[config.mk]
export PLATFORM = sky130hd
export DESIGN_NAME = dither_frame_sequencer_flat
export DESIGN_NICKNAME = d
export VERILOG_FILES = /design/src/rtl/dither_frame_sequencer_if.sv /design/src/rtl/dither_frame_sequencer.sv /design/src/flat_wrapper.sv
export SDC_FILE = /design/constraint.sdc
export NUM_CORES = 1
export LEC_CHECK = 0
export ABC_CLOCK_PERIOD_IN_PS = 2300
export CORE_MARGIN = 4
export CORE_UTILIZATION = 40
export CTS_CLUSTER_DIAMETER = 80
export DETAILED_ROUTE_END_ITERATION = 6
export GPL_TIMING_DRIVEN = 0
export PLACE_DENSITY = 0.83
export SLEW_MARGIN = 25
export SYNTH_ARGS = -nofsm -noshare
export SYNTH_HDL_FRONTEND = slang
export SYNTH_SLANG_ARGS = --single-unit
[constraint.sdc]
create_clock -name clk -period 2.3 [get_ports clk]
set_clock_uncertainty 0.2 [all_clocks]
set_input_delay 0.46 -clock clk [delete_from_list [all_inputs] [get_ports clk]]
set_output_delay 0.46 -clock clk [all_outputs]
set_load 0.02 [all_outputs]
[src/rtl/dither_frame_sequencer_if.sv]
// Bus bundle between the frame sequencer and its MCU, engine, SRAM-mux and stream neighbours.
interface dither_frame_sequencer_if #(
  parameter int unsigned ADDR_W   = 12,
  parameter int unsigned RGB_SIZE = 8
) ();
  localparam int unsigned MEM_AW = 16;

  logic                start;
  logic                abort;
  logic                spi_valid;
  logic [RGB_SIZE-1:0] spi_data;
  logic                mcu_rx_rdy;
  logic                engine_start;
  logic [ADDR_W-1:0]   engine_idx;
  logic                engine_done;
  logic [1:0]          mem_sel;
  logic [MEM_AW-1:0]   mem_addr;
  logic [RGB_SIZE-1:0] mem_wdata;
  logic                mem_wren;
  logic                mem_rden;
  logic [RGB_SIZE-1:0] mem_q;
  logic                out_valid;
  logic [RGB_SIZE-1:0] out_data;
  logic                out_ready;
  logic                busy;
  logic                frame_done;
  logic                timeout_err;
  logic [2:0]          state;

  // Sequencer side.
  modport master (
    input  start, abort, spi_valid, spi_data, engine_done, mem_q, out_ready,
    output mcu_rx_rdy, engine_start, engine_idx, mem_sel, mem_addr, mem_wdata,
           mem_wren, mem_rden, out_valid, out_data, busy, frame_done, timeout_err, state
  );

  // Environment side (MCU, engine, SRAM mux, stream sink).
  modport slave (
    output start, abort, spi_valid, spi_data, engine_done, mem_q, out_ready,
    input  mcu_rx_rdy, engine_start, engine_idx, mem_sel, mem_addr, mem_wdata,
           mem_wren, mem_rden, out_valid, out_data, busy, frame_done, timeout_err, state
  );
endinterface

[src/rtl/dither_frame_sequencer.sv]
// Frame scheduler: LOAD (SPI bytes into SRAM), DITHER (per-pixel engine handshake),
// STREAM (SRAM read-back to the output byte stream), with single-owner SRAM arbitration.
module dither_frame_sequencer #(
  parameter int unsigned IMAGEX           = 64,
  parameter int unsigned IMAGEY           = 64,
  parameter int unsigned IMAGE_SIZE       = IMAGEX * IMAGEY,
  parameter int unsigned IMAGE_ADDR_WIDTH = $clog2(IMAGE_SIZE),
  parameter int unsigned RGB_SIZE         = 8,
  parameter int unsigned TIMEOUT_CYCLES   = 64
) (
  input logic                      clk,
  input logic                      rst,
  dither_frame_sequencer_if.master bus
);
  localparam int unsigned MEM_AW = 16;
  localparam int unsigned TMO_W  = $clog2(TIMEOUT_CYCLES + 1);
  localparam logic [IMAGE_ADDR_WIDTH-1:0] LAST_IDX = IMAGE_ADDR_WIDTH'(IMAGE_SIZE - 1);
  localparam logic [TMO_W-1:0]            TMO_LAST = TMO_W'(TIMEOUT_CYCLES - 1);

  typedef enum logic [2:0] {
    ST_IDLE    = 3'd0,
    ST_LOAD    = 3'd1,
    ST_D_ISSUE = 3'd2,
    ST_D_WAIT  = 3'd3,
    ST_S_RD    = 3'd4,
    ST_S_CAP   = 3'd5,
    ST_S_HOLD  = 3'd6,
    ST_DONE    = 3'd7
  } state_t;

  state_t                      state_q, state_d;
  logic [IMAGE_ADDR_WIDTH-1:0] idx_q, idx_d;
  logic [TMO_W-1:0]            tmo_q, tmo_d;
  logic                        out_valid_q, out_valid_d;
  logic [RGB_SIZE-1:0]         out_data_q, out_data_d;
  logic                        terr_q, terr_d;

  logic [1:0]                  mem_sel_c;
  logic                        rx_rdy_c;
  logic                        wren_c;
  logic                        rden_c;
  logic [MEM_AW-1:0]           addr_c;
  logic [RGB_SIZE-1:0]         wdata_c;
  logic                        estart_c;
  logic [IMAGE_ADDR_WIDTH-1:0] eidx_c;

  // State and datapath registers; reset clears every registered output immediately.
  always_ff @(posedge clk or negedge rst) begin
    if (!rst) begin
      state_q     <= ST_IDLE;
      idx_q       <= '0;
      tmo_q       <= '0;
      out_valid_q <= 1'b0;
      out_data_q  <= '0;
      terr_q      <= 1'b0;
    end else begin
      state_q     <= state_d;
      idx_q       <= idx_d;
      tmo_q       <= tmo_d;
      out_valid_q <= out_valid_d;
      out_data_q  <= out_data_d;
      terr_q      <= terr_d;
    end
  end

  // Next-state logic and per-state SRAM/engine strobes; abort overrides the transition only.
  always_comb begin
    state_d     = state_q;
    idx_d       = idx_q;
    tmo_d       = tmo_q;
    out_valid_d = out_valid_q;
    out_data_d  = out_data_q;
    terr_d      = terr_q;
    mem_sel_c   = 2'd0;
    rx_rdy_c    = 1'b0;
    wren_c      = 1'b0;
    rden_c      = 1'b0;
    addr_c      = '0;
    wdata_c     = '0;
    estart_c    = 1'b0;
    eidx_c      = '0;

    case (state_q)
      ST_IDLE: begin
        if (bus.start) begin
          state_d = ST_LOAD;
          idx_d   = '0;
          terr_d  = 1'b0;
        end
      end
      ST_LOAD: begin
        mem_sel_c = 2'd1;
        rx_rdy_c  = 1'b1;
        if (bus.spi_valid) begin
          wren_c  = 1'b1;
          addr_c  = MEM_AW'(idx_q);
          wdata_c = bus.spi_data;
          if (idx_q == LAST_IDX) begin
            state_d = ST_D_ISSUE;
            idx_d   = '0;
          end else begin
            idx_d = idx_q + IMAGE_ADDR_WIDTH'(1);
          end
        end
      end
      ST_D_ISSUE: begin
        mem_sel_c = 2'd2;
        estart_c  = 1'b1;
        eidx_c    = idx_q;
        tmo_d     = '0;
        state_d   = ST_D_WAIT;
      end
      ST_D_WAIT: begin
        mem_sel_c = 2'd2;
        tmo_d     = tmo_q + TMO_W'(1);
        // A done on the final allowed cycle still wins over the timeout.
        if (bus.engine_done) begin
          if (idx_q == LAST_IDX) begin
            state_d = ST_S_RD;
            idx_d   = '0;
          end else begin
            state_d = ST_D_ISSUE;
            idx_d   = idx_q + IMAGE_ADDR_WIDTH'(1);
          end
        end else if (tmo_q == TMO_LAST) begin
          terr_d  = 1'b1;
          state_d = ST_IDLE;
        end
      end
      ST_S_RD: begin
        mem_sel_c = 2'd3;
        rden_c    = 1'b1;
        addr_c    = MEM_AW'(idx_q);
        state_d   = ST_S_CAP;
      end
      ST_S_CAP: begin
        mem_sel_c   = 2'd3;
        out_data_d  = bus.mem_q;
        out_valid_d = 1'b1;
        state_d     = ST_S_HOLD;
      end
      ST_S_HOLD: begin
        mem_sel_c = 2'd3;
        if (bus.out_ready) begin
          out_valid_d = 1'b0;
          if (idx_q == LAST_IDX) begin
            state_d = ST_DONE;
          end else begin
            state_d = ST_S_RD;
            idx_d   = idx_q + IMAGE_ADDR_WIDTH'(1);
          end
        end
      end
      ST_DONE: begin
        state_d = ST_IDLE;
      end
      default: begin
        state_d = ST_IDLE;
      end
    endcase

    if (bus.abort) begin
      state_d     = ST_IDLE;
      out_valid_d = 1'b0;
      idx_d       = '0;
      terr_d      = terr_q;
    end
  end

  assign bus.mem_sel      = mem_sel_c;
  assign bus.mcu_rx_rdy   = rx_rdy_c;
  assign bus.mem_wren     = wren_c;
  assign bus.mem_rden     = rden_c;
  assign bus.mem_addr     = addr_c;
  assign bus.mem_wdata    = wdata_c;
  assign bus.engine_start = estart_c;
  assign bus.engine_idx   = eidx_c;
  assign bus.out_valid    = out_valid_q;
  assign bus.out_data     = out_data_q;
  assign bus.timeout_err  = terr_q;
  assign bus.busy         = (state_q != ST_IDLE);
  assign bus.frame_done   = (state_q == ST_DONE);
  assign bus.state        = state_q;
endmodule

[src/flat_wrapper.sv]
// flat-port wrapper written by rule: the top's interface ports become plain ports
module dither_frame_sequencer_flat 
#(
  parameter int unsigned IMAGEX           = 64,
  parameter int unsigned IMAGEY           = 64,
  parameter int unsigned IMAGE_SIZE       = IMAGEX * IMAGEY,
  parameter int unsigned IMAGE_ADDR_WIDTH = $clog2(IMAGE_SIZE),
  parameter int unsigned RGB_SIZE         = 8,
  parameter int unsigned TIMEOUT_CYCLES   = 64
)
  (clk, rst, bus_start, bus_abort, bus_spi_valid, bus_spi_data, bus_engine_done, bus_mem_q, bus_out_ready, bus_mcu_rx_rdy, bus_engine_start, bus_engine_idx, bus_mem_sel, bus_mem_addr, bus_mem_wdata, bus_mem_wren, bus_mem_rden, bus_out_valid, bus_out_data, bus_busy, bus_frame_done, bus_timeout_err, bus_state);
  dither_frame_sequencer_if #(.ADDR_W(($clog2((IMAGEX * IMAGEY)))), .RGB_SIZE(RGB_SIZE)) bus_i ();
  input logic clk;
  input logic rst;
  input wire logic [$bits(bus_i.start)-1:0] bus_start;
  input wire logic [$bits(bus_i.abort)-1:0] bus_abort;
  input wire logic [$bits(bus_i.spi_valid)-1:0] bus_spi_valid;
  input wire logic [$bits(bus_i.spi_data)-1:0] bus_spi_data;
  input wire logic [$bits(bus_i.engine_done)-1:0] bus_engine_done;
  input wire logic [$bits(bus_i.mem_q)-1:0] bus_mem_q;
  input wire logic [$bits(bus_i.out_ready)-1:0] bus_out_ready;
  output wire logic [$bits(bus_i.mcu_rx_rdy)-1:0] bus_mcu_rx_rdy;
  output wire logic [$bits(bus_i.engine_start)-1:0] bus_engine_start;
  output wire logic [$bits(bus_i.engine_idx)-1:0] bus_engine_idx;
  output wire logic [$bits(bus_i.mem_sel)-1:0] bus_mem_sel;
  output wire logic [$bits(bus_i.mem_addr)-1:0] bus_mem_addr;
  output wire logic [$bits(bus_i.mem_wdata)-1:0] bus_mem_wdata;
  output wire logic [$bits(bus_i.mem_wren)-1:0] bus_mem_wren;
  output wire logic [$bits(bus_i.mem_rden)-1:0] bus_mem_rden;
  output wire logic [$bits(bus_i.out_valid)-1:0] bus_out_valid;
  output wire logic [$bits(bus_i.out_data)-1:0] bus_out_data;
  output wire logic [$bits(bus_i.busy)-1:0] bus_busy;
  output wire logic [$bits(bus_i.frame_done)-1:0] bus_frame_done;
  output wire logic [$bits(bus_i.timeout_err)-1:0] bus_timeout_err;
  output wire logic [$bits(bus_i.state)-1:0] bus_state;
  assign bus_i.start = bus_start;
  assign bus_i.abort = bus_abort;
  assign bus_i.spi_valid = bus_spi_valid;
  assign bus_i.spi_data = bus_spi_data;
  assign bus_i.engine_done = bus_engine_done;
  assign bus_i.mem_q = bus_mem_q;
  assign bus_i.out_ready = bus_out_ready;
  assign bus_mcu_rx_rdy = bus_i.mcu_rx_rdy;
  assign bus_engine_start = bus_i.engine_start;
  assign bus_engine_idx = bus_i.engine_idx;
  assign bus_mem_sel = bus_i.mem_sel;
  assign bus_mem_addr = bus_i.mem_addr;
  assign bus_mem_wdata = bus_i.mem_wdata;
  assign bus_mem_wren = bus_i.mem_wren;
  assign bus_mem_rden = bus_i.mem_rden;
  assign bus_out_valid = bus_i.out_valid;
  assign bus_out_data = bus_i.out_data;
  assign bus_busy = bus_i.busy;
  assign bus_frame_done = bus_i.frame_done;
  assign bus_timeout_err = bus_i.timeout_err;
  assign bus_state = bus_i.state;
  dither_frame_sequencer #(.IMAGEX(IMAGEX), .IMAGEY(IMAGEY), .IMAGE_SIZE(IMAGE_SIZE), .IMAGE_ADDR_WIDTH(IMAGE_ADDR_WIDTH), .RGB_SIZE(RGB_SIZE), .TIMEOUT_CYCLES(TIMEOUT_CYCLES)) u_core (.clk(clk), .rst(rst), .bus(bus_i));
endmodule
=== Word level (Yosys, flattened, before mapping) ===
Cells that the tools add are included.

* Flip-flop bits (word level): 32
* Latch bits: 0
* RAM bits: 0
* ROM bits: 0
* Input port bits: 23
* Memories: 0

* Add/sub/neg operators: 2
* Multipliers: 0
* Div/mod/pow operators: 0
* $lt $le $gt $ge: 0
* Eq/ne operators: 19
* Shifts and indexed selects: 0
* Mux-type cells: 37
* Bitwise operators: 1
* Reduce and logical (&&, ||, !) cells: 12

{| class="wikitable"
|+ Operators by type and width
! kind !! count
|-
| two-way mux 12 bit || 9
|-
| case mux 12 bit (4 select lines) || 1
|-
| case mux 16 bit (2 select lines) || 1
|-
| two-way mux 3 bit || 8
|-
| case mux 3 bit (8 select lines) || 1
|-
| two-way mux 8 bit || 2
|-
| inequality test 3 bit, second input constant || 5
|-
| case mux 7 bit (2 select lines) || 1
|-
| adder 12 x 1 -> 12 bit, second input constant || 1
|-
| equality test 12 bit, second input constant || 1
|-
| equality test 3 bit, second input constant || 4
|-
| two-way mux 1 bit || 10
|-
| AND reduction 5 bit || 2
|-
| adder 7 x 1 -> 7 bit, second input constant || 1
|-
| equality test 7 x 6 -> 1 bit, second input constant || 1
|-
| equality test 3 x 2 -> 1 bit, second input constant || 2
|-
| case mux 2 bit (3 select lines) || 1
|-
| AND reduction 6 bit || 1
|-
| nonzero test 3 bit || 2
|-
| nonzero test 5 bit || 1
|-
| inequality test 2 bit, second input constant || 2
|-
| inequality test 4 x 3 -> 1 bit, second input constant || 1
|-
| case mux 1 bit (2 select lines) || 2
|-
| nonzero test 2 bit || 2
|-
| other kinds (9) || 9
|}

=== Logic depth before layout (Yosys ltp) ===
* Depth after elaboration: 5
* Mapped depth: 7
* Mapped depth without buffers: 6

=== Least setup slack after synthesis ===
Ideal clock, no wire load.

* Path kind: flip-flop to output port
* Start: reg u_core.state_q[2] (netlist: u_core.bus.state[2])
* End: out bus_mem_wdata[0]
* Arrival: 1.687 ns
* Required time: 1.640 ns
* Path slack: -0.047 ns
* Cell stages (with the launch flop): 5
* Path buffers: 2
* Cell sequence: dfrtp_1 clkbuf_8 clkbuf_1 nor2_1 and3_1

* Cells in the longest elaborated chain, start to end: 2

{| class="wikitable"
|+ RTL lines
! element !! RTL line !! RTL
|-
| from (decl) || dither_frame_sequencer.sv:31 || <nowiki>state_t state_q, state_d;</nowiki>
|-
| from (signal assigned) || dither_frame_sequencer.sv:57 || <nowiki>state_q <= state_d;</nowiki>
|-
| equality test 3 x 1 -> 1 bit || dither_frame_sequencer.sv:83 || <nowiki>case (state_q)</nowiki>
|-
| two-way mux 8 bit || dither_frame_sequencer.sv:83 ||
|-
| to (decl) || flat_wrapper.sv:27 || <nowiki>output wire logic [$bits(bus_i.mem_wdata)-1:0] bus_mem_wdata;</nowiki>
|}

Every way passes these cells.

=== Worst setup path in the final report ===
* Start: reg u_core.state_q[2] (netlist: u_core.bus.state[2])
* End: out bus_mem_addr[7]

* Cells in the longest elaborated chain, start to end: 2
* Elaborated cells on any way between the ends: 3
* Classes of those cells: eq/ne: 2; mux: 1

{| class="wikitable"
|+ RTL lines
! element !! RTL line !! RTL
|-
| equality test 3 bit / equality test 3 x 1 -> 1 bit (equally long branches) || dither_frame_sequencer.sv:83 ||
|-
| case mux 16 bit (2 select lines) (*) || dither_frame_sequencer.sv:83 ||
|-
| to (decl) || flat_wrapper.sv:26 || <nowiki>output wire logic [$bits(bus_i.mem_addr)-1:0] bus_mem_addr;</nowiki>
|}

Mark *: on every way between the ends. The rest lies on a longest branch, timed or not.

==> flow_metrics.py <==
metrics = {
    "clock_tree": {
        "clkSlewWorstSetupHoldPaths_ns": 0.07,
        "cts.root.buffer_cell": "sky130_fd_sc_hd__clkbuf_8",
        "tritoncts": "built",
        "cts.htree.levels": 2,
        "clkSinkCount": 32,
        "insertion_delay_ns": 0.29,
        "longest_clk_path_bufs": 2,
        "cts_made_buffers": 5,
    },
    "timing": {
        "setup_viol_count_final": 21,
        "fin_ws_ns": -0.146,
        "setup_repair_after_global_routing_missed_its_margin": "yes",
        "finalCritPeriodShare": 1.06,
        "finalSetupTns_ns": -1.89,
        "timing.final.hold_violations": 0,
        "layout_min_cycle_time_ns": 2.45,
        "fmax_ghz": 0.409,
        "report.final.slew_viol_count": 0,
    },
    "job": {
        "max_cap_violation_count": 0,
    },
    "global_route": {
        "grt_max_degree": 18,
        "final_global_route_overflow_total": 0,
        "grt_antenna_before_repair": 0,
        "grt_first_pass_wirelength_mm": 9.79,
        "first_global_vias": 2095,
        "global_route.usage.total": 0.192,
    },
    "route": {
        "drt_pass1_iterations": 4,
        "vias": 2150,
        "drcViolationCount": 0,
        "final_antenna_net_count": 0,
        "routed_wirelength_mm": 6.18,
        "avgViaCountPerCell": 5.23,
        "wl_per_cell_um": 15.0,
        "detail_route.iter0.violations": 166,
    },
    "floorplanning": {
        "die-area_um2": 6510,
        "num_rows": 26,
        "io_pins": 80,
        "chipWidth_um": 80.7,
        "initial_utilization": 0.414,
        "core_region_area_um2": 5110,
        "die_h_um": 80.7,
    },
    "synth": {
        "synth_cell_type_count": 52,
        "syn_avg_cell_area_um2": 8.99,
        "synthTopCellsByCount": "32 x sky130_fd_sc_hd__dfrtp_1, 24 x sky130_fd_sc_hd__and2_1, 23 x sky130_fd_sc_hd__nand2_1, 23 x sky130_fd_sc_hd__nor2_1, 10 x sky130_fd_sc_hd__nand3_1",
        "synthesis.instances": 235,
        "number_of_synthesized_flops_with_an_enable_pin": 0,
        "synth_most_common_cell": "sky130_fd_sc_hd__dfrtp_1",
        "synth_area_leader_cell": "sky130_fd_sc_hd__dfrtp_1",
        "yosysTopAreaCellShare": 0.379,
        "synth_seq_area_share": 0.379,
        "syn-cell-area_um2": 2110,
        "synth_top_cells_by_area": "sky130_fd_sc_hd__dfrtp_1 38%, sky130_fd_sc_hd__and2_1 7.1%, sky130_fd_sc_hd__mux2_2 4.8%, sky130_fd_sc_hd__nand2_1 4.1%, sky130_fd_sc_hd__nor2_1 4.1%",
        "postSynth.topFlopCell": "sky130_fd_sc_hd__dfrtp_1",
        "synth-seq-cells": 32,
        "yosysWarnings": 0,
        "async_reset_ff_frac": 1.00,
    },
    "critical_path": {
        "r2r_setup_slack_ns": 0.12,
        "r2r_start": "u_core.bus.state[1]",
        "r2r-end": "u_core.idx_q[8]",
        "worstPathArrival_ns": 1.79,
        "cp.required_ns": 1.64,
        "max_fanout_on_critical_path": 7,
        "setup.worst_path.class": "reg -> out",
        "timing.critical_path.to_type": "output pin",
        "worst-r2r-cell-count": 8,
        "timing.critical_path.from_type": "register",
    },
    "min_path": {
        "min_path_cells": 1,
        "worstHoldEndpoint": "u_core.bus.out_data[5]",
        "hold_path.startpoint": "u_core.bus.out_data[5]",
        "worst_hold_path_type": "reg -> reg",
    },
    "cells_and_area": {
        "layout-area-overhead-vs-synth_pct": 58.2,
        "antenna_cells": 0,
        "post_route_cells_drive_above_1_share": 0.387,
        "postLayoutCellArea_um2": 3340,
        "count_of_nets_after_finishing": 365,
    },
    "place": {
        "detailedPlacementHpwl_mm": 4.32,
        "detailedPlace.worstSlack_ns": -1.22,
        "place_congestion": 0.855,
        "dpl_cell_area_um2": 2990,
        "place.port_buffers": 75,
    },
    "pwr": {
        "power.ir.vdd_worst_uv": 345,
        "pwr_total_mw": 2.52,
        "power-per-cell-area_nw_per_um2": 754,
        "power.leakage_nw": 1.64,
    },
    "outcome": {
        "status": "finished, violations left",
        "violations_in_the_final_reports": "setup timing",
    },
}
## layout by cell type, fill, tap and decap left out, drive strengths merged, types with 3 or more instances in the layout
cell,netlist,final
nor2,23,24
nand2,23,23
conb,1,4
nand2b,3,3
nand3,11,11
dlygate4sd2,0,4
a21oi,6,6
clkbuf,8,14
and2,26,26
clkdlybuf4s15,0,9
dfrtp,32,32
a211o,5,5
nor4,4,4
and3,12,12
mux2,9,9
o21ai,10,10
clkdlybuf4s50,0,31
nor3,6,6
a22o,7,7
inv,5,5
buf,10,56
or2,3,3
a221o,5,5
## logic make-up after synthesis
| logic type | count (synthesis) | share of synthesized area |
|---|---|---|
| and+or+nand+nor | 124 | 0.333 |
| muxes | 11 | 0.0574 |
| other | 1 | 0.00177 |
| AOI/OAI and AO/OA | 42 | 0.149 |
| adders and majority gates | 2 | 0.0118 |
| buffers and inverters | 23 | 0.0681 |
| DFF | 32 | 0.379 |
## layout make-up
type | instances | area [µm²]
plain buffers | 17 | 168
clock buffers | 5 | 68.8
clock inverters | 3 | 42.5
fillers | 401 | 1760
inverters | 5 | 18.8
multi-input cells | 184 | 1280
flip-flops and latches | 32 | 801
well taps | 70 | 87.6
repair buffers | 95 | 876
## stage by stage
stage               hold WS [ns]  instances  utilization
detailed placement         0.213        384        0.585
global placement           0.288        383        0.581
floorplan                -0.0356        238            -
CTS                        0.310        406        0.645
global route               0.322        411        0.655
finish                     0.306        411        0.655
## flip-flops by register name, indices dropped and copies added, names as in the netlist
name,count
u_core.bus.out_valid,1
u_core.bus.state,3
u_core.tmo_q,7
u_core.idx_q,12
u_core.bus.timeout_err,1
u_core.bus.out_data,8
## per-layer routing
metal / vias to the layer above / GRT usage / part of all wire
met3: 13 / 0.0482 / 0.061
met5: - / 0 / 0
met1: 1017 / 0.227 / 0.40
met4: 0 / 0.0659 / 0.022
met2: 79 / 0.336 / 0.51
li1: 1041 / - / -
## critical path: stages, from the launching register on
cell and delay (ns):
sky130_fd_sc_hd__dfrtp_1 0.41, sky130_fd_sc_hd__clkbuf_8 0.16, sky130_fd_sc_hd__nand3b_1 0.21, sky130_fd_sc_hd__a21oi_4 0.25, sky130_fd_sc_hd__clkbuf_8 0.21, sky130_fd_sc_hd__and2_4 0.14, sky130_fd_sc_hd__buf_6 0.11
## what timing repair did
item,in CTS,in global routing
hold buffers,1,0
gates cloned,2,0
setup endpoints to repair,53,46
pin swaps,6,2
gates resized for setup,206,10
hold endpoints to repair,15,0
buffers inserted,12,5
## where the power goes
group | switching (mW) | internal, mW | total (mW)
logic | 0.673 | 0.593 | 1.27
clock network | 0.223 | 0.320 | 0.544
registers | 0.0684 | 0.642 | 0.710
total | 0.965 | 1.55 | 2.52
## worst max path at each step
stage,start,endpoint,cells after the start
after floorplan,u_core.bus.state[1],u_core.idx_q[2],7
after global placement,bus_spi_valid,bus_mem_addr[2],7
after detailed placement,bus_spi_valid,bus_mem_addr[2],7
after CTS,u_core.bus.state[2],bus_mem_addr[2],6
after global routing,u_core.bus.state[2],bus_mem_addr[6],6
final,u_core.bus.state[2],bus_mem_addr[7],6
(Power assumes the default switching activity.)
